**src/rtl/output_port_arbiter_if.sv**
```systemverilog
// Flit request/response bundle between the input datapaths and the output arbiter.
//   fin_req_i   NUM_IN packed flits, input k at [k*FLIT_W +: FLIT_W], bit 0 of each is valid
//   fin_resp_o  per-input ready back to the input datapaths
//   fout_req_o  registered output flit towards the downstream link, bit 0 is valid
//   fout_resp_i ready from the downstream link
// The slave modport is the arbiter side; the master modport drives the inputs and the link ready.
interface output_port_arbiter_if #(
    parameter int unsigned NUM_IN = 4,
    parameter int unsigned FLIT_W = 37
);
    logic [NUM_IN*FLIT_W-1:0] fin_req_i;
    logic [NUM_IN-1:0]        fin_resp_o;
    logic [FLIT_W-1:0]        fout_req_o;
    logic                     fout_resp_i;

    modport master (
        output fin_req_i,
        output fout_resp_i,
        input  fin_resp_o,
        input  fout_req_o
    );

    modport slave (
        input  fin_req_i,
        input  fout_resp_i,
        output fin_resp_o,
        output fout_req_o
    );
endinterface

```
**src/rtl/output_port_arbiter.sv**
```systemverilog
// Router output stage: round-robin arbitration of NUM_IN input datapaths onto one output link,
// with a wormhole lock held from HEAD to TAIL so packets never interleave, and a single
// registered output stage using valid/ready.
// Ports:
//   clk          clock, rising edge
//   arst         asynchronous active-low reset
//   bus          flit request/response bundle (slave side)
//   lock_o       high while a wormhole lock is held
//   grant_idx_o  index of the current or last granted input
//   proto_err_o  one-cycle pulse, aligned with the offending flit on the output
module output_port_arbiter #(
    parameter int unsigned NUM_IN = 4,
    parameter int unsigned FLIT_W = 37
) (
    input  logic                 clk,
    input  logic                 arst,
    output_port_arbiter_if.slave bus,
    output logic                 lock_o,
    output logic [2:0]           grant_idx_o,
    output logic                 proto_err_o
);

    localparam logic [1:0] FtHead     = 2'b00;
    localparam logic [1:0] FtBody     = 2'b01;
    localparam logic [1:0] FtTail     = 2'b10;
    localparam logic [1:0] FtHeadTail = 2'b11;

    typedef enum logic [0:0] {
        StIdle,
        StLocked
    } state_e;

    state_e            state_q, state_d;
    logic [2:0]        rr_q, rr_d;
    // While locked, grant_q is also the locked input index.
    logic [2:0]        grant_q, grant_d;
    logic              err_q, err_d;
    logic [FLIT_W-1:0] fout_q, fout_d;

    logic [7:0]        in_valid;
    logic [FLIT_W-1:0] flit_arr [8];
    logic [3:0]        scan_idx;
    logic [2:0]        scan_sel;
    logic              scan_found;
    logic [2:0]        sel;
    logic              sel_valid;
    logic              grant_ok;
    logic              can_load;
    logic              xfer;
    logic [FLIT_W-1:0] sel_flit;
    logic [1:0]        sel_type;

    function automatic logic [2:0] next_idx(logic [2:0] idx);
        return (32'(idx) == NUM_IN - 1) ? 3'd0 : idx + 3'd1;
    endfunction

    // Unpack inputs into an 8-entry array so any 3-bit index is in range.
    always_comb begin
        in_valid = '0;
        for (int k = 0; k < 8; k++) begin
            flit_arr[k] = '0;
        end
        for (int k = 0; k < int'(NUM_IN); k++) begin
            flit_arr[k] = bus.fin_req_i[k*FLIT_W +: FLIT_W];
            in_valid[k] = flit_arr[k][0];
        end
    end

    // Round-robin scan starting at rr_q, wrapping modulo NUM_IN.
    always_comb begin
        scan_found = 1'b0;
        scan_sel   = rr_q;
        scan_idx   = '0;
        for (int i = 0; i < int'(NUM_IN); i++) begin
            scan_idx = {1'b0, rr_q} + 4'(i);
            if (scan_idx >= 4'(NUM_IN)) begin
                scan_idx = scan_idx - 4'(NUM_IN);
            end
            if (!scan_found && in_valid[scan_idx[2:0]]) begin
                scan_found = 1'b1;
                scan_sel   = scan_idx[2:0];
            end
        end
    end

    always_comb begin
        sel       = scan_sel;
        sel_valid = scan_found;
        grant_ok  = scan_found;
        if (state_q == StLocked) begin
            sel       = grant_q;
            sel_valid = in_valid[grant_q];
            grant_ok  = 1'b1;
        end
    end

    assign can_load = ~fout_q[0] | bus.fout_resp_i;
    assign xfer     = sel_valid & can_load;
    assign sel_flit = flit_arr[sel];
    assign sel_type = sel_flit[FLIT_W-1 -: 2];

    // Ready is forced low while reset is asserted so no input believes a flit was taken.
    always_comb begin
        bus.fin_resp_o = '0;
        for (int k = 0; k < int'(NUM_IN); k++) begin
            bus.fin_resp_o[k] = arst & can_load & grant_ok & (sel == 3'(k));
        end
    end

    always_comb begin
        state_d = state_q;
        rr_d    = rr_q;
        grant_d = grant_q;
        err_d   = 1'b0;
        if (xfer) begin
            unique case (state_q)
                StIdle: begin
                    grant_d = sel;
                    case (sel_type)
                        FtHead:     state_d = StLocked;
                        FtHeadTail: rr_d = next_idx(sel);
                        default: begin
                            // Stray BODY/TAIL: forward it but flag it.
                            rr_d  = next_idx(sel);
                            err_d = 1'b1;
                        end
                    endcase
                end
                StLocked: begin
                    case (sel_type)
                        FtTail: begin
                            state_d = StIdle;
                            rr_d    = next_idx(grant_q);
                        end
                        FtBody:  state_d = StLocked;
                        default: err_d = 1'b1;
                    endcase
                end
                default: state_d = StIdle;
            endcase
        end
    end

    // Output register: load on transfer, otherwise drop valid once the old flit retires.
    always_comb begin
        fout_d = fout_q;
        if (can_load) begin
            if (xfer) begin
                fout_d = sel_flit;
            end else begin
                fout_d[0] = 1'b0;
            end
        end
    end

    always_ff @(posedge clk or negedge arst) begin
        if (!arst) begin
            state_q <= StIdle;
            rr_q    <= '0;
            grant_q <= '0;
            err_q   <= 1'b0;
            fout_q  <= '0;
        end else begin
            state_q <= state_d;
            rr_q    <= rr_d;
            grant_q <= grant_d;
            err_q   <= err_d;
            fout_q  <= fout_d;
        end
    end

    assign bus.fout_req_o = fout_q;
    assign lock_o         = (state_q == StLocked);
    assign grant_idx_o    = grant_q;
    assign proto_err_o    = err_q;

endmodule

```
**src/flat_wrapper.sv**
```systemverilog
// flat-port wrapper written by rule: the top's interface ports become plain ports
module output_port_arbiter_flat 
#(
    parameter int unsigned NUM_IN = 4,
    parameter int unsigned FLIT_W = 37
)
  (clk, arst, lock_o, grant_idx_o, proto_err_o, bus_fin_req_i, bus_fout_resp_i, bus_fin_resp_o, bus_fout_req_o);
  output_port_arbiter_if #(.NUM_IN(NUM_IN), .FLIT_W(FLIT_W)) bus_i ();
  input  logic clk;
  input  logic arst;
  output logic lock_o;
  output logic [2:0] grant_idx_o;
  output logic proto_err_o;
  input wire logic [$bits(bus_i.fin_req_i)-1:0] bus_fin_req_i;
  input wire logic [$bits(bus_i.fout_resp_i)-1:0] bus_fout_resp_i;
  output wire logic [$bits(bus_i.fin_resp_o)-1:0] bus_fin_resp_o;
  output wire logic [$bits(bus_i.fout_req_o)-1:0] bus_fout_req_o;
  assign bus_i.fin_req_i = bus_fin_req_i;
  assign bus_i.fout_resp_i = bus_fout_resp_i;
  assign bus_fin_resp_o = bus_i.fin_resp_o;
  assign bus_fout_req_o = bus_i.fout_req_o;
  output_port_arbiter #(.NUM_IN(NUM_IN), .FLIT_W(FLIT_W)) u_core (.clk(clk), .arst(arst), .bus(bus_i), .lock_o(lock_o), .grant_idx_o(grant_idx_o), .proto_err_o(proto_err_o));
endmodule
```
**config.mk**
```make
export PLATFORM = sky130hd
export DESIGN_NAME = output_port_arbiter_flat
export DESIGN_NICKNAME = d
export VERILOG_FILES = /design/src/rtl/output_port_arbiter_if.sv /design/src/rtl/output_port_arbiter.sv /design/src/flat_wrapper.sv
export SDC_FILE = /design/constraint.sdc
export NUM_CORES = 1
export LEC_CHECK = 0
export BUFFER_PORTS_ARGS = -buffer_cell sky130_fd_sc_hd__buf_2
export CORE_ASPECT_RATIO = 0.5
export CORE_UTILIZATION = 35
export DETAILED_ROUTE_END_ITERATION = 7
export PLACE_DENSITY = 0.76
export SLEW_MARGIN = 20
export SYNTH_ARGS = -nofsm -noshare
export SYNTH_HDL_FRONTEND = slang
export SYNTH_SLANG_ARGS = --single-unit
```
**constraint.sdc**
```tcl
create_clock -name clk -period 5.25 [get_ports clk]
set_input_delay 0.525 -clock clk [delete_from_list [all_inputs] [get_ports clk]]
set_output_delay 0.525 -clock clk [all_outputs]
set_load 0.01 [all_outputs]
```
Word level (Yosys, flattened, before mapping)
Cells that the tools add are included.

storage, ports and cells
  register bits after elaboration = 45
  input bits = 151
  output and inout bits = 46
  logic and storage cells = 99

operators by class
  $add $sub $neg = 9
  order comparisons = 10
  eq/ne operators = 9
  muxes and demuxes = 41
  bitwise logic cells = 11
  reduce and logical (&&, ||, !) cells = 13

operator list
  operator                                                            number
  binary-select mux 37 bit (select 3 bit)                             1
  two-way mux 37 bit                                                  2
  two-way mux 3 bit                                                   13
  < comparator 3 x 4 -> 1 bit (second input constant)                 5
  two-way mux 1 bit                                                   17
  binary-select mux 1 bit (select 3 bit)                              5
  greater-or-equal comparator 4 x 3 -> 1 bit (second input constant)  3
  subtractor 3 bit (second input constant)                            4
  equality test 3 x 2 -> 1 bit (second input constant)                3
  adder 3 x 2 -> 4 bit (second input constant)                        2
  AND 1 bit                                                           7
  adder 3 x 1 -> 3 bit (second input constant)                        2
  case mux 3 bit (2 select lines)                                     1
  adder 3 x 1 -> 4 bit (second input constant)                        1
  equality test 2 bit (second input constant)                         2
  greater-or-equal comparator 4 bit (second input constant)           1
  != test 2 bit (second input constant)                               2
  inverter 3 -> 4 bit                                                 1
  case mux 1 bit (2 select lines)                                     2
  AND reduction 2 bit                                                 2
  OR reduction 2 bit                                                  2
  equality test 3 x 1 -> 1 bit (second input constant)                1
  greater-or-equal comparator 3 bit (second input constant)           1
  logical AND 1 bit                                                   3
  7 further kinds                                                     10

Longest topological paths before layout
  depth after elaboration = 24
  gate-level depth with buffers = 17
  depth with buffers taken out = 14

Worst setup path after synthesis
OpenSTA, ideal clock, no wires.

  path type = register to output
  from = reg u_core.rr_q[0]
  to = out bus_fin_resp_o[3]
  arrival = 3340 ps
  data required time = 4725 ps
  path slack = 1385 ps
  stages on the path, launching flop included = 15
  path buffers = 3
  cell sequence = dfrtp_1 > buf_4 > inv_1 > ha_1 > mux4_2 > o21ai_0 > o41ai_1 > mux2_2 > nor2_1 > buf_6 > clkbuf_1 > ha_1 > inv_1 > or2_2 > nor2_1

on the way
  word-level cells in the longest chain between the ends = 17
  elaborated cells between the ends (all ways) = 42
  classes of those cells = 7 x add/sub; 4 x order compare; 1 x eq/ne; 22 x mux; 2 x bitwise; 6 x reduce/logical

ends and longest elaborated chain
  what                                                           line                        RTL
  start, declared                                                output_port_arbiter.sv:34   logic [2:0] rr_q, rr_d;
  start signal, assigned                                         output_port_arbiter.sv:165  rr_q <= rr_d;
  branches (longest 13 deep; another with adder 3 x 1 -> 4 bit)  n/a
  two-way mux 3 bit (*)                                          output_port_arbiter.sv:79   if (!scan_found && in_valid[scan_idx[2:0]]) begin
  two-way mux 3 bit (*)                                          output_port_arbiter.sv:90   if (state_q == StLocked) begin
  via u_core.sel[0]                                              output_port_arbiter.sv:45   logic [2:0] sel;
  equality test 3 x 2 -> 1 bit (*)                               output_port_arbiter.sv:106  bus.fin_resp_o[k] = arst & can_load & grant_ok & (sel == 3'(k));
  AND 1 bit (*)                                                  output_port_arbiter.sv:106
  end, declared                                                  flat_wrapper.sv:16          output wire logic [$bits(bus_i.fin_resp_o)-1:0] bus_fin_resp_o;

Mark *: on every way through the listed nets, which the timed path passes. The select of a mux whose other input is x is not followed.

Worst setup path after layout
  from = reg u_core.rr_q[0]
  to = out bus_fin_resp_o[1]

on the way
  word-level cells in the longest chain between the ends = 17
  elaborated cells between the ends (all ways) = 42
  classes of those cells = 7 x add/sub; 4 x order compare; 1 x eq/ne; 22 x mux; 2 x bitwise; 6 x reduce/logical

ends and longest elaborated chain
  what                                                           line
  branches (longest 16 deep; another with adder 3 x 1 -> 4 bit)  n/a
  AND 1 bit (*)                                                  output_port_arbiter.sv:106

Mark *: on every way between the ends. The select of a mux whose other input is x is not followed.

==> key figures <==
Clocking
  – CTS tree: done
  – Clock buffer depth: 2
  – Reg clk slew, reported paths: 60 ps
  – Worst skew pair latency: 280 ps
  – TritonCTS Buffers: 5
  – Hold_buf cts: 0
  – Setup bufs post-CTS: 0
  – Post-cts sizing count: 0
  – # H-tree levels: 2
  – Root Buffer: clkbuf_16
  – Clk sinks: 45

Synthesis
  – Syn avg cell area: 8.688 sq um
  – Netlist cell types: 47
  – FF+latch count, synth: 45
  – EDFF count, synth: 0
  – Post-synthesis sequential area ratio: 31.77%
  – Syn Nets: 566
  – Post-synth top flop: dfrtp_1
  – Synth warnings: 0
  – Gate Count Post-Synth: 408
  – Share of flip-flops with an asynchronous set or reset: 100.0%
  – Synth Cell Area: 3545 sq um

Timing
  – Final Max Tran Viols: 0
  – Final Hold Viols: 0
  – Post-Route Skew: 4.428 ps
  – RSZ-0062 raised after global routing: false
  – Highest clock rate: 0.2300 GHz
  – Tmin final: 4348 ps
  – Period utilization: 82.82%
  – Setup violators final: 0
  – Slew HR: 52.43%
  – Setup_tns: 0 ps
  – Worst Tran Pin Value: 713.6 ps

Critical path
  – Critical Path Sink: bus_fin_resp_o[1]
  – CP endpoint kind: output pin
  – WP data arrival: 3820 ps
  – Most used cell, CP: ha_1
  – Critical path's largest stage delay: 650 ps
  – FF-to-FF setup slack: 1250 ps
  – Worst path slowest cell: dfrtp_1
  – Kind of critical path: reg2out
  – Worst Setup Start Kind: flip-flop
  – CP max FO: 30
  – Reg2reg start: u_core.rr_q[0]$_DFFE_PN0P_
  – Crit path launch: u_core.rr_q[0]$_DFFE_PN0P_
  – CP Cell Sequence: inv_1, ha_1, or3b_2, a31oi_1, nor3_1, a211oi_4, buf_4, ha_1, and2_1, buf_2
  – R2R cell count: 10
  – WP data required: 4720 ps
  – RR Endpoint: u_core.bus.fout_req_o[24]$_DFFE_PN0P_

Final layout
  – Most common cell after layout, fill and taps aside: buf_2
  – Fillers: 966
  – Share of cells above drive strength 1: 44.22%
  – Syn-to-layout area delta: 33.78%
  – Design area: 4742 sq um
  – Finished Core Util: 49.22%
  – Fin nets: 746
  – Most frequent cells in the layout: buf_2, nor2_1, nand2_1, dfrtp_1, mux2i_1
  – Ant. Diodes: 0

Run status
  – Status: finished clean

Drt
  – Antenna Violating Nets Remaining: 0
  – Pre-antenna DRT Iters: 5
  – # DRC: 0
  – Via count: 3493
  – Drt wl/cell: 13.06 microns
  – Vias per cell: 4.831
  – Final wirelength: 9443 microns
  – Drt first-iter violations: 115

Global route
  – Largest net degree at the start of global routing: 47
  – First-pass GRT wire length: 15580 microns
  – Vias in the first global route: 3418
  – Total track usage: 18.63%
  – Remaining global-route overflow: 0
  – Antenna violations before repair: 0

Min path
  – Worst Hold Class: in2async

Power
  – Pleak: 2.433 nW
  – Power Density: 654.9 nW/um^2
  – VDD IR-drop max: 0.2860 mV

Placement
  – HPWL Detailed: 7474 microns
  – Cell Area, Placed: 4599 sq um
  – Final GP Congestion: 0.8757
  – Number of port buffers: 196

Floorplan
  – Die ar.: 10560 sq um
  – Die width: 144.3 microns
  – Die Height: 73.16 microns
  – I/O pin count: 197
  – Initial core utilization: 36.79%
  – Row cnt: 25
  – Area of the core: 9634 sq um

Flow run
  – Max cap viols: 0
[flip-flops by register name, summed over array words and instances, names as in the netlist]
register and cells:
u_core.rr_q 3, u_core.grant_idx_o 3, u_core.proto_err_o 1, u_core.bus.fout_req_o 37
u_core.lock_o 1
[worst max-delay path: cells and delay by family, from the launching register on]
kind | cells | cell delay (ps)
AOI/OAI and AO/OA | 2 | 780
adders and majority gates | 2 | 660
and+or+nand+nor | 3 | 720
buffers and inverters | 3 | 720
DFF | 1 | 650
[worst min path at each step]
stage / endpoint / slack (ps) / depth (start not counted)
after floorplan: u_core.bus.fout_req_o[0]$_DFFE_PN0N_ / 230 / 0
after global placement: u_core.bus.fout_req_o[25]$_DFFE_PN0P_ / 460 / 2
after detailed placement: u_core.bus.fout_req_o[16]$_DFFE_PN0P_ / 470 / 2
after CTS: u_core.rr_q[2]$_DFFE_PN0P_ / 350 / 2
after global routing: u_core.rr_q[2]$_DFFE_PN0P_ / 390 / 2
final: u_core.rr_q[2]$_DFFE_PN0P_ / 320 / 2
[area by class of cell]
class                   instances  area, sq um  area share [%]
clock buffers                   7        142.6           3.008
repair buffers                202         1026           21.64
flip-flops and latches         45         1126           23.75
inverters                      11        41.29          0.8707
well taps                     135        168.9           3.562
multi-input cells             323         2237           47.18
[per-layer routing]
metal	up-vias	wire length (microns)	GRT usage, %
met3	11	336	3.675
met5	-	0	0
met2	80	5082	35.52
li1	1798	-	-
met1	1604	3922	21.33
met4	0	100	5.146
[Yosys cell counts, types with 2 or more instances]
master / number / share of area, %
a211oi_2: 3 / 1.1
a21oi_1: 38 / 5.4
a31oi_1: 4 / 0.71
and2_1: 4 / 0.71
buf_4: 9 / 1.9
buf_6: 2 / 0.64
clkbuf_1: 17 / 1.8
dfrtp_1: 45 / 32
ha_1: 7 / 2.5
inv_1: 11 / 1.2
mux2_2: 37 / 12
mux2i_1: 43 / 12
mux4_2: 4 / 2.5
nand2_1: 46 / 4.9
nand2b_1: 2 / 0.35
nand3_1: 4 / 0.56
nand3b_1: 4 / 0.85
nor2_1: 52 / 5.5
nor2b_1: 3 / 0.53
nor3_1: 2 / 0.28
nor4b_1: 2 / 0.49
o21ai_0: 41 / 5.8
o41ai_1: 2 / 0.49
or3b_2: 2 / 0.49
xor2_1: 2 / 0.49
[cells by family after synthesis]
group                      Yosys count  share of synthesized area [%]
AOI/OAI and AO/OA                  101                          16.91
xor gates and xnor gates             3                         0.7414
adders and majority gates            7                          2.471
buffers and inverters               40                          5.612
DFF                                 45                          31.77
muxes                               85                          26.76
and+or+nand+nor                    127                          15.74
[through the flow]
| stage | hold WS, ps | cells | setup WS [ps] | total power [mW] |
|---|---|---|---|---|
| after floorplan | 229.4 | 408 | 1385 | 2.344 |
| after global placement | 457.5 | 716 | 1352 | 2.762 |
| after detailed placement | 465.9 | 716 | 1236 | 2.822 |
| after CTS | 349.9 | 723 | 914.5 | 3.144 |
| after global routing | 385.6 | 723 | 625.3 | 3.431 |
| final | 318.6 | 723 | 901.8 | 3.105 |
[where the power goes]
| group | internal (mW) | switching, mW | leakage [nW] |
|---|---|---|---|
| combinational | 0.950 | 1.18 | 1.81 |
| clock | 0.187 | 0.123 | 0.0700 |
| sequential | 0.522 | 0.142 | 0.556 |
| total | 1.66 | 1.45 | 2.43 |
No activity file was read; power rests on OpenSTA's default activity.
